**src/rtl/fetch_phase_unit.sv**
```systemverilog
// ============================================================================
//  Module      : fetch_phase_unit
//  Description : Fetch stage in front of a unified single-ported memory.
//                Owns the PC and drives sclk, which alternates the memory
//                between instruction fetch (sclk=1) and data access
//                (sclk=0). It muxes the memory address, registers the
//                fetched instruction and its PC for decode, and handles
//                stall, redirect and halt.
//                Optional macro FETCH_MISALIGN_TRAP_EN: a redirect to a
//                target that is not word-aligned halts the unit and raises
//                the sticky fetch_misalign output.
//  Revision    : 1.0 - initial release
// ============================================================================
`default_nettype none

module fetch_phase_unit #(
    parameter logic [31:0] RESET_PC = 32'h0000_0000,
    parameter logic [31:0] NOP_INST = 32'h0000_0033,
    parameter int          ADDR_W   = 8
) (
    input  logic              clk,
    input  logic              rst,
    output logic              sclk,
    output logic [ADDR_W-1:0] mem_addr,
    input  logic [31:0]       mem_inst,
    input  logic [ADDR_W-1:0] data_addr,
    input  logic              stall,
    input  logic              redirect,
    input  logic [31:0]       redirect_pc,
    input  logic              halt,
    output logic [31:0]       if_inst,
    output logic [31:0]       if_pc,
    output logic              if_valid,
`ifdef FETCH_MISALIGN_TRAP_EN
    output logic              fetch_misalign,
`endif
    output logic              halted
);

    // Memory phase state. Encoding 2'd3 is unused and recovers to FETCH.
    typedef enum logic [1:0] {
        S_FETCH  = 2'd0,
        S_DATA   = 2'd1,
        S_HALTED = 2'd2
    } state_t;

    state_t      r_state;
    state_t      w_state_nxt;

    logic [31:0] r_pc;
    logic [31:0] r_if_inst;
    logic [31:0] r_if_pc;
    logic        r_if_valid;

    logic [31:0] w_pc_nxt;
    logic [31:0] w_if_inst_nxt;
    logic [31:0] w_if_pc_nxt;
    logic        w_if_valid_nxt;

    // Redirect target and whether it must trap instead of being followed.
    logic [31:0] w_redir_target;
    logic        w_redir_trap;
    logic        w_misalign_nxt;
    logic        r_misalign;

`ifdef FETCH_MISALIGN_TRAP_EN
    // The offending target is kept intact in the PC so it can be inspected.
    assign w_redir_target = redirect_pc;
    assign w_redir_trap   = (redirect_pc[1:0] != 2'b00);
`else
    // Low target bits are discarded: the PC is always word-aligned.
    logic [1:0] w_unused_redir_lsbs;
    assign w_unused_redir_lsbs = redirect_pc[1:0];
    assign w_redir_target      = {redirect_pc[31:2], 2'b00};
    assign w_redir_trap        = 1'b0;
`endif

    // Next-state and next-register computation; priority halt > redirect > stall.
    always_comb begin
        w_state_nxt    = r_state;
        w_pc_nxt       = r_pc;
        w_if_inst_nxt  = r_if_inst;
        w_if_pc_nxt    = r_if_pc;
        w_if_valid_nxt = r_if_valid;
        w_misalign_nxt = r_misalign;

        case (r_state)
            S_FETCH: begin
                if (halt) begin
                    // Halt wins over a same-cycle redirect; PC is not touched.
                    w_state_nxt = S_HALTED;
                end else if (redirect) begin
                    // Redirect also wins over stall: the fetch slot is squashed.
                    w_pc_nxt       = w_redir_target;
                    w_if_inst_nxt  = NOP_INST;
                    w_if_valid_nxt = 1'b0;
                    if (w_redir_trap) begin
                        w_state_nxt    = S_HALTED;
                        w_misalign_nxt = 1'b1;
                    end else begin
                        w_state_nxt = S_DATA;
                    end
                end else if (stall) begin
                    // Hold the fetch register and PC, but still give the
                    // data phase its slot.
                    w_state_nxt = S_DATA;
                end else begin
                    w_if_inst_nxt  = mem_inst;
                    w_if_pc_nxt    = r_pc;
                    w_if_valid_nxt = 1'b1;
                    w_pc_nxt       = r_pc + 32'd4;
                    w_state_nxt    = S_DATA;
                end
            end

            S_DATA: begin
                if (halt) begin
                    w_state_nxt = S_HALTED;
                end else if (redirect) begin
                    w_pc_nxt       = w_redir_target;
                    w_if_inst_nxt  = NOP_INST;
                    w_if_valid_nxt = 1'b0;
                    if (w_redir_trap) begin
                        w_state_nxt    = S_HALTED;
                        w_misalign_nxt = 1'b1;
                    end else begin
                        w_state_nxt = S_FETCH;
                    end
                end else begin
                    // Stall only affects the fetch slot, so DATA always advances.
                    w_state_nxt = S_FETCH;
                end
            end

            S_HALTED: begin
                // Everything frozen; only reset leaves this state.
                w_state_nxt = S_HALTED;
            end

            default: begin
                w_state_nxt = S_FETCH;
            end
        endcase
    end

    // State register.
    always_ff @(posedge clk) begin
        if (rst) begin
            r_state <= S_FETCH;
        end else begin
            r_state <= w_state_nxt;
        end
    end

    // PC and fetch register for decode.
    always_ff @(posedge clk) begin
        if (rst) begin
            r_pc       <= RESET_PC;
            r_if_inst  <= NOP_INST;
            r_if_pc    <= 32'h0000_0000;
            r_if_valid <= 1'b0;
        end else begin
            r_pc       <= w_pc_nxt;
            r_if_inst  <= w_if_inst_nxt;
            r_if_pc    <= w_if_pc_nxt;
            r_if_valid <= w_if_valid_nxt;
        end
    end

    // Sticky misaligned-redirect flag (constant 0 when the trap is not built).
    always_ff @(posedge clk) begin
        if (rst) begin
            r_misalign <= 1'b0;
        end else begin
            r_misalign <= w_misalign_nxt;
        end
    end

`ifdef FETCH_MISALIGN_TRAP_EN
    assign fetch_misalign = r_misalign;
`endif

    // sclk is a pure decode of the state register, so it cannot glitch on inputs.
    assign sclk     = (r_state == S_FETCH);
    assign halted   = (r_state == S_HALTED);
    assign mem_addr = sclk ? r_pc[ADDR_W+1:2] : data_addr;
    assign if_inst  = r_if_inst;
    assign if_pc    = r_if_pc;
    // A halted unit never presents a valid instruction, whatever was held.
    assign if_valid = r_if_valid & ~halted;

endmodule

`default_nettype wire

```
**config.mk**
```make
export PLATFORM = sky130hd
export DESIGN_NAME = fetch_phase_unit
export DESIGN_NICKNAME = d
export VERILOG_FILES = /design/src/rtl/fetch_phase_unit.sv
export SDC_FILE = /design/constraint.sdc
export NUM_CORES = 1
export LEC_CHECK = 0
export ABC_AREA = 1
export CORE_UTILIZATION = 35
export CTS_BUF_LIST = sky130_fd_sc_hd__clkbuf_8
export CTS_CLUSTER_DIAMETER = 60
export DETAILED_ROUTE_END_ITERATION = 8
export SLEW_MARGIN = 20
export SYNTH_ARGS = -nofsm -noshare
export SYNTH_HDL_FRONTEND = slang
export SYNTH_SLANG_ARGS = --single-unit
```
**constraint.sdc**
```tcl
create_clock -name clk -period 1.9 [get_ports clk]
set_input_delay 0.19 -clock clk [delete_from_list [all_inputs] [get_ports clk]]
set_output_delay 0.19 -clock clk [all_outputs]
set_load 0.1 [all_outputs]
```
==> results of run 1 <==
-- synth_stat cells, types with 2 or more instances --
master	n
a21oi_1	84
nand2_1	189
o21ai_1	5
buf_2	19
nor2_1	74
buf_4	5
nor2_4	4
o21a_1	2
nand4_1	3
o21bai_1	2
nand3_1	35
inv_1	34
or2_2	11
nand2_2	5
clkbuf_1	12
o22ai_1	5
inv_2	6
dfxtp_1	95
nor2_2	5
o21ai_0	60
nand3_2	3
nor3_1	4
-- registers in the layout, summed over array words and instances (netlist names) --
signal and count:
if_inst 32, r_if_valid 1, r_pc 30, if_pc 30, r_state 2
-- critical path, stage by stage (launching register included) --
cell and delay [ns]:
dfxtp_1 0.39, nor2_4 0.24, inv_4 0.14, o21ai_4 0.19, buf_12 0.19
-- layout make-up --
cell class,count,area (um^2)
Inverter,42,163
Tap cell,172,215
Multi-Input combinational cell,507,2420
Sequential cell,95,1900
Clock inverter,7,78.8
Fill cell,1326,6160
Timing Repair Buffer,171,1660
Clock buffer,9,124
-- per-layer routing --
metal | part of all wire, % | global-route usage [%] | wire [um]
met4 | 1.4 | 8.02 | 204
met2 | 47 | 36.1 | 6680
met3 | 7.2 | 6.07 | 1030
met1 | 44 | 27.3 | 6340
met5 | 0 | 0 | 0
-- cells in the final DEF (no fill, tap or decap), drive strengths merged --
cell type and instances:
a31oi 1, nor3 5, o21ai 65, o21bai 3
clkinv 5, nand2 195, o21a 2, inv 43
a21oi 84, nor2 84, bufinv 1, clkbuf 9
a311oi 1, ha 1, buf 97, conb 2
nor3b 1, o31ai 1, a211oi 1, or2 12
clkdlybuf4s50 74, xor2 1, a221oi 1, nand3 38
and3 1, dfxtp 95, o22ai 5, nand4 3
-- power breakdown --
part | switching (mW) | internal [mW] | total, mW
sequential | 0.111 | 2.10 | 2.21
clock | 0.796 | 0.623 | 1.42
combinational | 0.973 | 0.503 | 1.48
total | 1.88 | 3.23 | 5.11
-- worst max path at each step --
| stage | slack (ns) | depth (start not counted) | to | from |
|---|---|---|---|---|
| 5_1_grt | 0.07 | 5 | mem_addr[2] | r_state[0] |
| 2_1_floorplan | -0.09 | 4 | mem_addr[0] | r_state[1] |
| 3_3_place_gp | 0.11 | 8 | if_inst[21] | halt |
| 4_1_cts | 0.03 | 5 | mem_addr[3] | r_state[0] |
| 3_5_place_dp | 0.05 | 8 | if_inst[15] | halt |
| 6_report | 0.17 | 4 | mem_addr[2] | r_state[0] |
-- cell families after synthesis --
kind of cell / count (synthesis)
other: 1
AO/OA/AOI/OAI: 164
AND/OR/NAND/NOR: 339
XOR/XNOR: 1
flip-flops: 95
adder cells (fa/ha/maj): 1
buffers and inverters: 79
-- repair_timing --
action	CTS	global route
setup endpoints to repair	0	5
endpoints found under the hold margin	0	0
gates resized for setup	0	2
==> results.toml, run 1 <==
[clocking]
cts_htree_levels = 3
cts_setup_buffers = 0
clk_latency_ns = 0.39
root_buffer = "clkbuf_8"
cts.sinks = 95
clock_path_buffers = 2
hold_buffers = 0
clk_pin_slew_ns = 0.10
cts_tree = "built"
cts_made_buffers = 9

[finish]
final_cells = 1003
n_antenna_cell = 0
utilization_pct = 51.6
area_growth_pct = 42.5
nNetsFinal = 904
drive_above_1_share_pct = 19.6
finalInstanceArea_um2 = 6560

[pwr]
leakage_nw = 2.61
finalPower_mw = 5.11
power.density_nw_per_um2 = 778
ir_worst_vdd_mv = 0.343

[sta]
min_period_over_period_pct = 91.2
hold_viol_final = 0
finalCriticalPeriod_ns = 1.73
setup_viol = 0
fin_hold_ws_ns = 0.353
rsz0062_at_grt = "no"
final.setup.tns_ns = 0
finalWorstSetupSlack_ns = 0.166
slew_viol_final = 0
final.setup_skew_ns = 0.0127
max_freq_ghz = 0.577

[floorplanning]
start_util_pct = 36.2
die_h_um = 117
core.rowCount = 41
die-area_um2 = 13600
pin_count = 152
die_w_um = 117
coreArea_um2 = 12700

[placed_design]
dp_slack_ns = 0.0460
gp_congestion = 0.862
place_inst = 987
hpwl_um = 10800
placed_area_um2 = 6350
portBuffers = 147

[detailed_routing]
viasPerCell = 4.88
drc = 0
ant_nets = 0
first_iter_violations = 325
totalWireLength_um = 14300
drt_pre_antenna_iters = 5
vias = 4895
wl_per_cell_um = 14.2

[synthesis]
synth_area_um2 = 4600
async_flop_share_pct = 0
synthCells = 680
synth_fa_ha_area_share_pct = 0.272
ys_dominant_reg_cell = "dfxtp_1"
synthSimpleGateAreaFrac_pct = 31.9
synth_mux_area_share_pct = 0
synth_edf_count = 0
yosysTopAreaCellShare_pct = 41.3
synth_seq_cells = 95
syn_area_per_cell_um2 = 6.77
synth-xor-area-share_pct = 0.190
synth_warnings = 0
seq_area_frac_synth_pct = 41.3
synth_top_family_by_area = "simple AND/OR/NAND/NOR gates"
synth.area.top_cells = "dfxtp_1 (41%), nand2_1 (15%), a21oi_1 (9.1%)"
synth_compound_area_share_pct = 18.6
synth_largest_area_cell = "dfxtp_1"
ys_types = 40

[worst_setup_path]
cp_max_fo = 13
crit_arrival_ns = 1.54
worstSetupPathType = "reg2out"
critPathLaunchType = "register"
reg2reg_slack_ns = 0.20
crit_required_ns = 1.71
rr_worst_depth = 7
endpoint_kind = "output port"
reg2reg_from = "r_state[0]"
r2r_end = "r_pc[26]"

[global_routing]
grt_max_degree = 38
grt_first_pass_wirelength_um = 22800
grt_pass1_vias = 4584
antenna_found_initial = 0
grtUsageTotal_pct = 21.9
grt-ovfl-total = 0

[hold_path]
hold_end = "if_inst[6]"
min_delay_path_depth = 3
hold_start = "mem_inst[6]"
min_path_type = "in2reg"

[run_status]
status = "finished clean"

[run]
drv_cap = 0
No activity file was read; power rests on OpenSTA's default activity.
==> run 2, diff against run 1 <==
--- a/config.mk
+++ b/config.mk
@@ -6,6 +6,7 @@
 export NUM_CORES = 1
 export LEC_CHECK = 0
 export ABC_AREA = 1
+export CORE_MARGIN = 10
 export CORE_UTILIZATION = 35
 export CTS_BUF_LIST = sky130_fd_sc_hd__clkbuf_8
 export CTS_CLUSTER_DIAMETER = 60
==> run 2 against run 1 <==
  * Die area up 33%
  * Global-route usage down 4.8 points
  * Maximum frequency down 0.57%
  * First-iteration DRC count down 18%
  * Utilization down 0.74 points
  * Sequential share of layout area up 0.32 points
  * Power down 2.3%
  * Flip-flop and latch count unchanged
  * Cell count down 0.40%
  * Critical path type unchanged
  * Critical endpoint is now mem_addr[3]
  * Largest cell class unchanged
  * Highest routed layer is now met5
==> results.toml, run 2 (synthesis gave the netlist of run 1 again) <==
[run_status]
status = "finished clean"

[detailed_routing]
highest-signal-layer = "met5"
vias = 4856
wl_met1_um = 6510
wl_met2_um = 7110
wl_per_cell_um = 15.4
met3WireLength_um = 1500
ant_nets = 0
first_iter_violations = 267
drt_pre_antenna_iters = 4
drc = 0
viasPerCell = 4.86
totalWireLength_um = 15400

[sta]
rsz0062_at_grt = "no"
min_period_over_period_pct = 91.8
slew_viol_final = 0
max_freq_ghz = 0.574
fin_hold_ws_ns = 0.354
final.setup_skew_ns = 0.00747
final.setup.tns_ns = 0
setup_viol = 0
hold_viol_final = 0
finalCriticalPeriod_ns = 1.74

[clocking]
root_buffer = "clkbuf_8"
clk_latency_ns = 0.39
cts_htree_levels = 3
cts_made_buffers = 9
cts_setup_buffers = 0
clk_pin_slew_ns = 0.09
cts_tree = "built"
cts.sinks = 95
clock_path_buffers = 2

[worst_setup_path]
cp_top_family = "simple AND/OR/NAND/NOR gates"
endpoint_kind = "output port"
rr_worst_depth = 10
timing.critical_path.cells = "nor2_4 > inv_4 > nand2_1 > o21ai_4 > buf_12"
worstSetupPathType = "reg2out"
crit_cells = 5
slowest_stage = "dfxtp_1"
cp_max_fo = 13
crit_arrival_ns = 1.55
crit_required_ns = 1.71
slowest_delay_ns = 0.38
r2r_end = "r_pc[20]"
critPathLaunchType = "register"
reg2reg_from = "r_pc[2]"
cp_num_buf_inv = 2
reg2reg_slack_ns = 0.19

[floorplanning]
die_h_um = 135
pin_count = 152
start_util_pct = 36.0
core.rowCount = 41
die_w_um = 135
die-area_um2 = 18100
coreArea_um2 = 12800

[finish]
seqCellArea_um2 = 1900
n_fill_cell = 1253
largest_register_ffs = 32
multi_input_area_um2 = 2420
nNetsFinal = 900
final_common_cell = "nand2_1"
area_growth_pct = 41.1
most-common-layout-cells = "nand2_1 (185), dfxtp_1 (94), a21oi_1 (84), buf_4 (80), clkdlybuf4s50_1 (74)"
drive_above_1_share_pct = 19.3
final_cells = 999
n_antenna_cell = 0

[hold_path]
min_path_type = "in2reg"
hold_start = "mem_inst[28]"
min_delay_path_depth = 3
hold_end = "if_inst[28]"

[placed_design]
hpwl_um = 11900
place_inst = 983
gp_congestion = 0.927
portBuffers = 147

[pwr]
leakage_nw = 2.57
power.density_nw_per_um2 = 768
ir_worst_vdd_mv = 0.415

[global_routing]
grt-ovfl-total = 0
grt_pass1_vias = 4975
grtUsageTotal_pct = 17.1
grt_first_pass_wirelength_um = 25300
antenna_found_initial = 1
grt_max_degree = 38

[run]
drv_cap = 0
==> run 2: worst max-delay path by stage <==
stage | from | end | slack (ns)
6_report | r_state[0] | mem_addr[3] | 0.16
5_1_grt | r_state[0] | r_pc[12] | 0.06
4_1_cts | r_state[1] | mem_addr[3] | 0.12
3_5_place_dp | halt | if_inst[17] | 0.13
3_3_place_gp | halt | r_pc[12] | 0.16
2_1_floorplan | r_state[1] | mem_addr[0] | -0.09
==> run 2: through the flow <==
step                      util (%)  power [mW]  area (um^2)  worst slack [ns]
after floorplan                  -        3.21         4680           -0.0891
after global placement        49.3        3.70         6300             0.160
after detailed placement      49.3        3.72         6300             0.130
after CTS                     50.8        5.05         6490             0.120
after global routing          50.8        5.24         6490            0.0569
final                         50.8        4.99         6490             0.156
==> run 2: layout make-up <==
class / count / area share (%)
clock buffers: 10 / 2.12
clock inverters: 6 / 0.790
multi-input cells: 507 / 37.3
repair buffers: 167 / 24.7
flip-flops and latches: 95 / 29.3
inverters: 42 / 2.51
well taps: 172 / 3.32
==> run 2: report_power, final <==
group | switching, mW | internal (mW)
sequential | 0.114 | 2.10
clock | 0.786 | 0.530
combinational | 0.967 | 0.488
==> run 2: repair_timing <==
action,CTS,global route
hold buffers,0,0
resized for setup,1,1
setup endpoints to repair,1,1
endpoints found under the hold margin,0,0
==> run 2: worst register-to-register path, delay by kind of cell, from the launching register on <==
kind,cells,cell delay (ns)
buffers and inverters,2,0.19
DFF,1,0.40
AOI/OAI and AO/OA,1,0.15
adders and majority gates,1,0.25
and+or+nand+nor,6,0.63
==> run 2: per-layer routing <==
metal  vias to the layer above  global-route usage (%)
li1                       2498                       -
met1                      2213                    20.0
met2                       126                    27.8
met3                        17                    6.82
met4                         2                    6.05
met5                         -                       0
